==> src/rtl/fir_requant_decim.sv <==
// fir_requant_decim
//   Decimates a stream of 32-bit filter samples, requantises each kept sample
//   to 16 bits with round-half-up and saturation, and buffers the results in
//   a small output FIFO with valid/ready handshake.
//
// Parameters
//   DECIM : decimation factor (1..256); sample kept when phase counter is 0
//   SHIFT : right shift applied during requantisation (0..16)
//   DEPTH : output FIFO capacity in samples (power of 2, >= 2)
//
// Ports
//   clk       : clock, rising edge
//   reset     : asynchronous active-low reset
//   yn        : signed 32-bit input sample
//   in_valid  : yn valid this cycle
//   out_data  : signed 16-bit FIFO head
//   out_valid : FIFO not empty
//   out_ready : downstream accepts out_data (pop when out_valid & out_ready)
//   overflow  : sticky, a sample was dropped because the FIFO was full
//   sat_flag  : sticky, a kept sample was clamped (only with SAT_FLAG_EN)
//
// Build option
//   SAT_FLAG_EN : define to add the sat_flag output and its logic.
module fir_requant_decim #(
  parameter int unsigned DECIM = 4,
  parameter int unsigned SHIFT = 15,
  parameter int unsigned DEPTH = 4
) (
  input  logic               clk,
  input  logic               reset,
  input  logic signed [31:0] yn,
  input  logic               in_valid,
  output logic signed [15:0] out_data,
  output logic               out_valid,
  input  logic               out_ready,
  output logic               overflow
`ifdef SAT_FLAG_EN
  ,
  output logic               sat_flag
`endif
);

  localparam int unsigned PW = (DECIM > 1) ? $clog2(DECIM) : 1;
  localparam int unsigned AW = $clog2(DEPTH);
  localparam int unsigned CW = AW + 1;
  localparam logic signed [32:0] RND = (SHIFT > 0) ? (33'sd1 <<< (SHIFT - 1)) : 33'sd0;

  // ---------------------------------------------------------------------------
  // Decimation phase
  // ---------------------------------------------------------------------------
  logic [PW-1:0] phase;
  logic          keep;

  assign keep = in_valid && (phase == '0);

  always_ff @(posedge clk or negedge reset) begin
    if (!reset) begin
      phase <= '0;
    end else if (in_valid) begin
      if (phase == PW'(DECIM - 1)) phase <= '0;
      else                         phase <= phase + 1'b1;
    end
  end

  // ---------------------------------------------------------------------------
  // Requantisation: 33-bit round-half-up, arithmetic shift, saturate
  // ---------------------------------------------------------------------------
  logic signed [32:0] ext;
  logic signed [32:0] rounded;
  logic signed [32:0] shifted;
  logic signed [15:0] rq_next;
  logic               rq_sat;

  always_comb begin
    ext     = {yn[31], yn};
    rounded = ext + RND;
    shifted = rounded >>> SHIFT;
    rq_sat  = 1'b0;
    rq_next = shifted[15:0];
    if (shifted > 33'sd32767) begin
      rq_next = 16'sh7FFF;
      rq_sat  = 1'b1;
    end else if (shifted < -33'sd32768) begin
      rq_next = 16'sh8000;
      rq_sat  = 1'b1;
    end
  end

  logic signed [15:0] rq_data;
  logic               rq_valid;

  always_ff @(posedge clk or negedge reset) begin
    if (!reset) begin
      rq_data  <= '0;
      rq_valid <= 1'b0;
    end else begin
      rq_valid <= keep;
      if (keep) rq_data <= rq_next;
    end
  end

`ifdef SAT_FLAG_EN
  always_ff @(posedge clk or negedge reset) begin
    if (!reset)              sat_flag <= 1'b0;
    else if (keep && rq_sat) sat_flag <= 1'b1;
  end
`endif

  // ---------------------------------------------------------------------------
  // Output FIFO
  // The head lives in the out_data/out_valid register; the remaining entries
  // live in mem. Pushes always land in mem and the head refills from mem, so
  // total occupancy is mcnt + out_valid, capped at DEPTH. Writing into mem
  // rather than straight into the head gives the two-edge input-to-output
  // latency.
  // ---------------------------------------------------------------------------
  logic signed [15:0] mem [DEPTH];
  logic [AW-1:0]      wr_ptr;
  logic [AW-1:0]      rd_ptr;
  logic [CW-1:0]      mcnt;
  logic               pop;
  logic               full;
  logic               push;
  logic               drop;
  logic               load;

  always_comb begin
    pop  = out_valid && out_ready;
    full = out_valid && (mcnt == CW'(DEPTH - 1));
    push = rq_valid && (!full || pop);
    drop = rq_valid && full && !pop;
    load = (!out_valid || pop) && (mcnt != '0);
  end

  always_ff @(posedge clk) begin
    if (push) mem[wr_ptr] <= rq_data;
  end

  always_ff @(posedge clk or negedge reset) begin
    if (!reset) begin
      wr_ptr    <= '0;
      rd_ptr    <= '0;
      mcnt      <= '0;
      out_data  <= '0;
      out_valid <= 1'b0;
      overflow  <= 1'b0;
    end else begin
      if (push) wr_ptr <= wr_ptr + 1'b1;
      if (load) begin
        out_data  <= mem[rd_ptr];
        out_valid <= 1'b1;
        rd_ptr    <= rd_ptr + 1'b1;
      end else if (pop) begin
        out_valid <= 1'b0;
      end
      mcnt <= mcnt + CW'(push) - CW'(load);
      if (drop) overflow <= 1'b1;
    end
  end

endmodule
==> config.mk <==
export PLATFORM = sky130hd
export DESIGN_NAME = fir_requant_decim
export DESIGN_NICKNAME = d
export VERILOG_FILES = /design/src/rtl/fir_requant_decim.sv
export SDC_FILE = /design/constraint.sdc
export NUM_CORES = 1
export LEC_CHECK = 0
export CORE_AREA = 2 2 94 96
export CTS_CLUSTER_DIAMETER = 150
export CTS_CLUSTER_SIZE = 28
export DETAILED_ROUTE_END_ITERATION = 6
export DIE_AREA = 0 0 96 98
export PLACE_DENSITY = 0.86
export SYNTH_ARGS = -nofsm -noshare
export SYNTH_HDL_FRONTEND = slang
export SYNTH_SLANG_ARGS = --single-unit
==> constraint.sdc <==
create_clock -name clk -period 2.9 [get_ports clk]
set_input_delay 0.29 -clock clk [delete_from_list [all_inputs] [get_ports clk]]
set_output_delay 0.29 -clock clk [all_outputs]
set_load 0.005 [all_outputs]
==> impl_metrics.yaml <==
timing:
  period_needed_ns: 2.31
  rsz0062_at_grt: "no"
  final-max-slew-violation-count: 0
  max_freq_ghz: 0.434
  fin_setup_tns_ns: 0
  fin_crit_sh: 0.795
  maxSlewHeadroom: 0.328
  setup-violations-final: 0
  setup_slack_ns: 0.593
  finalHoldViolCount: 0
  whs_ns: 0.0947
  finalClockSkew_ns: 0.0105
  tightest_slew_ns: 1.01
layout:
  final_cell_mix: "edfxtp_1 (64), dfrtp_1 (44), clkdlybuf4s50_1 (38)"
  num_antenna_cells: 0
  seq_area_um2: 3020
  fill_cells: 628
  final_common_cell: "edfxtp_1"
  final_util: 0.623
  multi_input_area_um2: 1390
  drive_gt1_frac: 0.188
  finalNonFillerCells: 464
  design_area_um2: 5280
  area_delta_synth_final_pct: 16.6
  fin_nets: 397
global_route:
  gr-total-overflow: 0
  grt_start_max_net_pins: 45
  grt_pass1_vias: 2596
  grt_pass1_wl_um: 12700
  antenna_found_initial: 0
  track_usage: 0.180
route:
  num_vias: 2571
  wire_per_inst_um: 16.8
  viasPerCell: 5.54
  drt_iter0_drc: 141
  drc: 0
  routed_wl_um: 7800
  ant_nets: 0
  dr.pass1.iters: 4
clock_network:
  cts_sinks: 108
  hold_buffers: 0
  htree_levels: 3
  ctsResizeCount: 0
  cts_tree: "built"
  clock_path_buffers: 2
  path_clk_slew_ns: 0.11
  numCtsBuffers: 9
  insertion_delay_ns: 0.36
  post-cts-setup-buffer-count: 0
  root_buffer: "clkbuf_8"
power_and_ir_drop:
  p_total_mw: 4.80
  p_leak_nw: 1.93
  cellPowerDensity_nw_per_um2: 909
  ir_worst_vdd_uv: 344
floorplanning:
  dieHeight_um: 98
  core-area_um2: 8470
  die_w_um: 96
  die_area_um2: 9410
  rows: 34
  io_pins: 54
  start_util: 0.535
critical_path:
  crit_type: "input pin to flip-flop"
  crit_arrival_ns: 2.54
  startpoint_type: "input pin"
  r2r_cells: 9
  cp_cell_sequence: "clkdlybuf4s50_1, ha_1, nand4_2, or4_1, o311a_4, a211oi_4, buf_4, a21oi_1"
  cp_max_fo: 15
  required_ns: 3.14
  crit_path_top_delay_cell: "clkdlybuf4s50_1"
  r2r_end: "mcnt[2]$_DFF_PN0_"
  reg2reg_slack_ns: 0.77
  cpPeakStageDelay_ns: 0.48
  r2r_start: "mcnt[1]$_DFF_PN0_"
  cp-end-kind: "flip-flop"
logic_synthesis:
  ys_warn_count: 0
  yosysTopAreaCell: "edfxtp_1"
  synthArstFlopShare: 0.407
  synthFlopType: "edfxtp_1"
  syn_area_um2: 4530
  syn_nets: 345
  synth-seq-area-share: 0.668
  synth_seq_cells: 108
  synthCells: 299
  synth_top_area_share: 0.425
  postSynthAreaPerCell_um2: 15.1
  synth_edf_count: 64
  yosys-top-cells-area: "edfxtp_1 (42%), dfrtp_1 (24%), mux4_2 (8.0%)"
  synth_cell_type_count: 35
job:
  maxCapViolations: 0
placement:
  place_congestion: 0.903
  pre_cts_slack_ns: 0.230
  dpl_cell_area_um2: 5090
  placed_cells: 448
  dp_hpwl_um: 5260
  port_buffers: 39
min_path:
  hp-class: "input pin to async pin"
outcome:
  outcome: "finished, final reports clean"
worst max-delay path, delay by kind of cell:
kind	cells	cell delay, ns
buffers and inverters	2	0.71
AO/OA/AOI/OAI	3	0.69
AND/OR/NAND/NOR	2	0.62
adder cells (fa/ha/maj)	1	0.22
routing by layer:
| metal | vias to the layer above | part of all wire | track usage |
|---|---|---|---|
| li1 | 1207 | - | - |
| met1 | 1287 | 0.44 | 0.247 |
| met2 | 68 | 0.50 | 0.293 |
| met3 | 9 | 0.042 | 0.0324 |
| met4 | 0 | 0.014 | 0.0560 |
| met5 | - | 0 | 0 |
report_power, final:
part	internal [mW]	switching (mW)
registers	2.19	0.341
clock network	0.333	0.507
logic	0.824	0.596
total	3.35	1.44
worst max path at each step:
stage | start | end | slack [ns] | cells after the start
after floorplan | mcnt[1]$_DFF_PN0_ | mcnt[2]$_DFF_PN0_ | 0.24 | 10
after global placement | yn[14] | rq_data[14]$_DFFE_PN0P_ | 0.30 | 8
after detailed placement | yn[14] | rq_data[13]$_DFFE_PN0P_ | 0.23 | 8
after CTS | yn[14] | rq_data[8]$_DFFE_PN0P_ | 0.62 | 8
after global routing | yn[14] | rq_data[6]$_DFFE_PN0P_ | 0.54 | 8
final | yn[14] | rq_data[8]$_DFFE_PN0P_ | 0.59 | 8
synthesized netlist by cell type (4+ instances only):
cell type / instances
edfxtp_1: 64
dfrtp_1: 44
nor2_1: 25
o21ai_0: 20
inv_1: 17
mux2_2: 17
a21oi_1: 16
mux4_2: 16
nand2_1: 11
ha_1: 9
xnor2_1: 9
xor2_1: 9
nand3_1: 6
clkbuf_1: 5
nor3_1: 4
layout make-up:
cell class	instances	share of cell area
flip-flops and latches	108	0.573
multi-input cells	163	0.263
repair buffers	52	0.0915
well taps	108	0.0256
clock buffers	10	0.0242
inverters	17	0.0121
clock inverters	6	0.0104
kinds of logic after synthesis:
family | share of synthesized area
flops | 0.668
buf+inv | 0.0257
mux | 0.122
compound gates | 0.0600
simple gates | 0.0603
fa+ha+maj | 0.0293
xor+xnor | 0.0348
state kept, by name, summed over array words and instances, names as in the netlist, 2 cells and up:
| name | flops |
|---|---|
| mcnt | 3 |
| mem | 64 |
| out_data | 16 |
| phase | 2 |
| rd_ptr | 2 |
| rq_data | 16 |
| wr_ptr | 2 |
(Power assumes the default switching activity.)
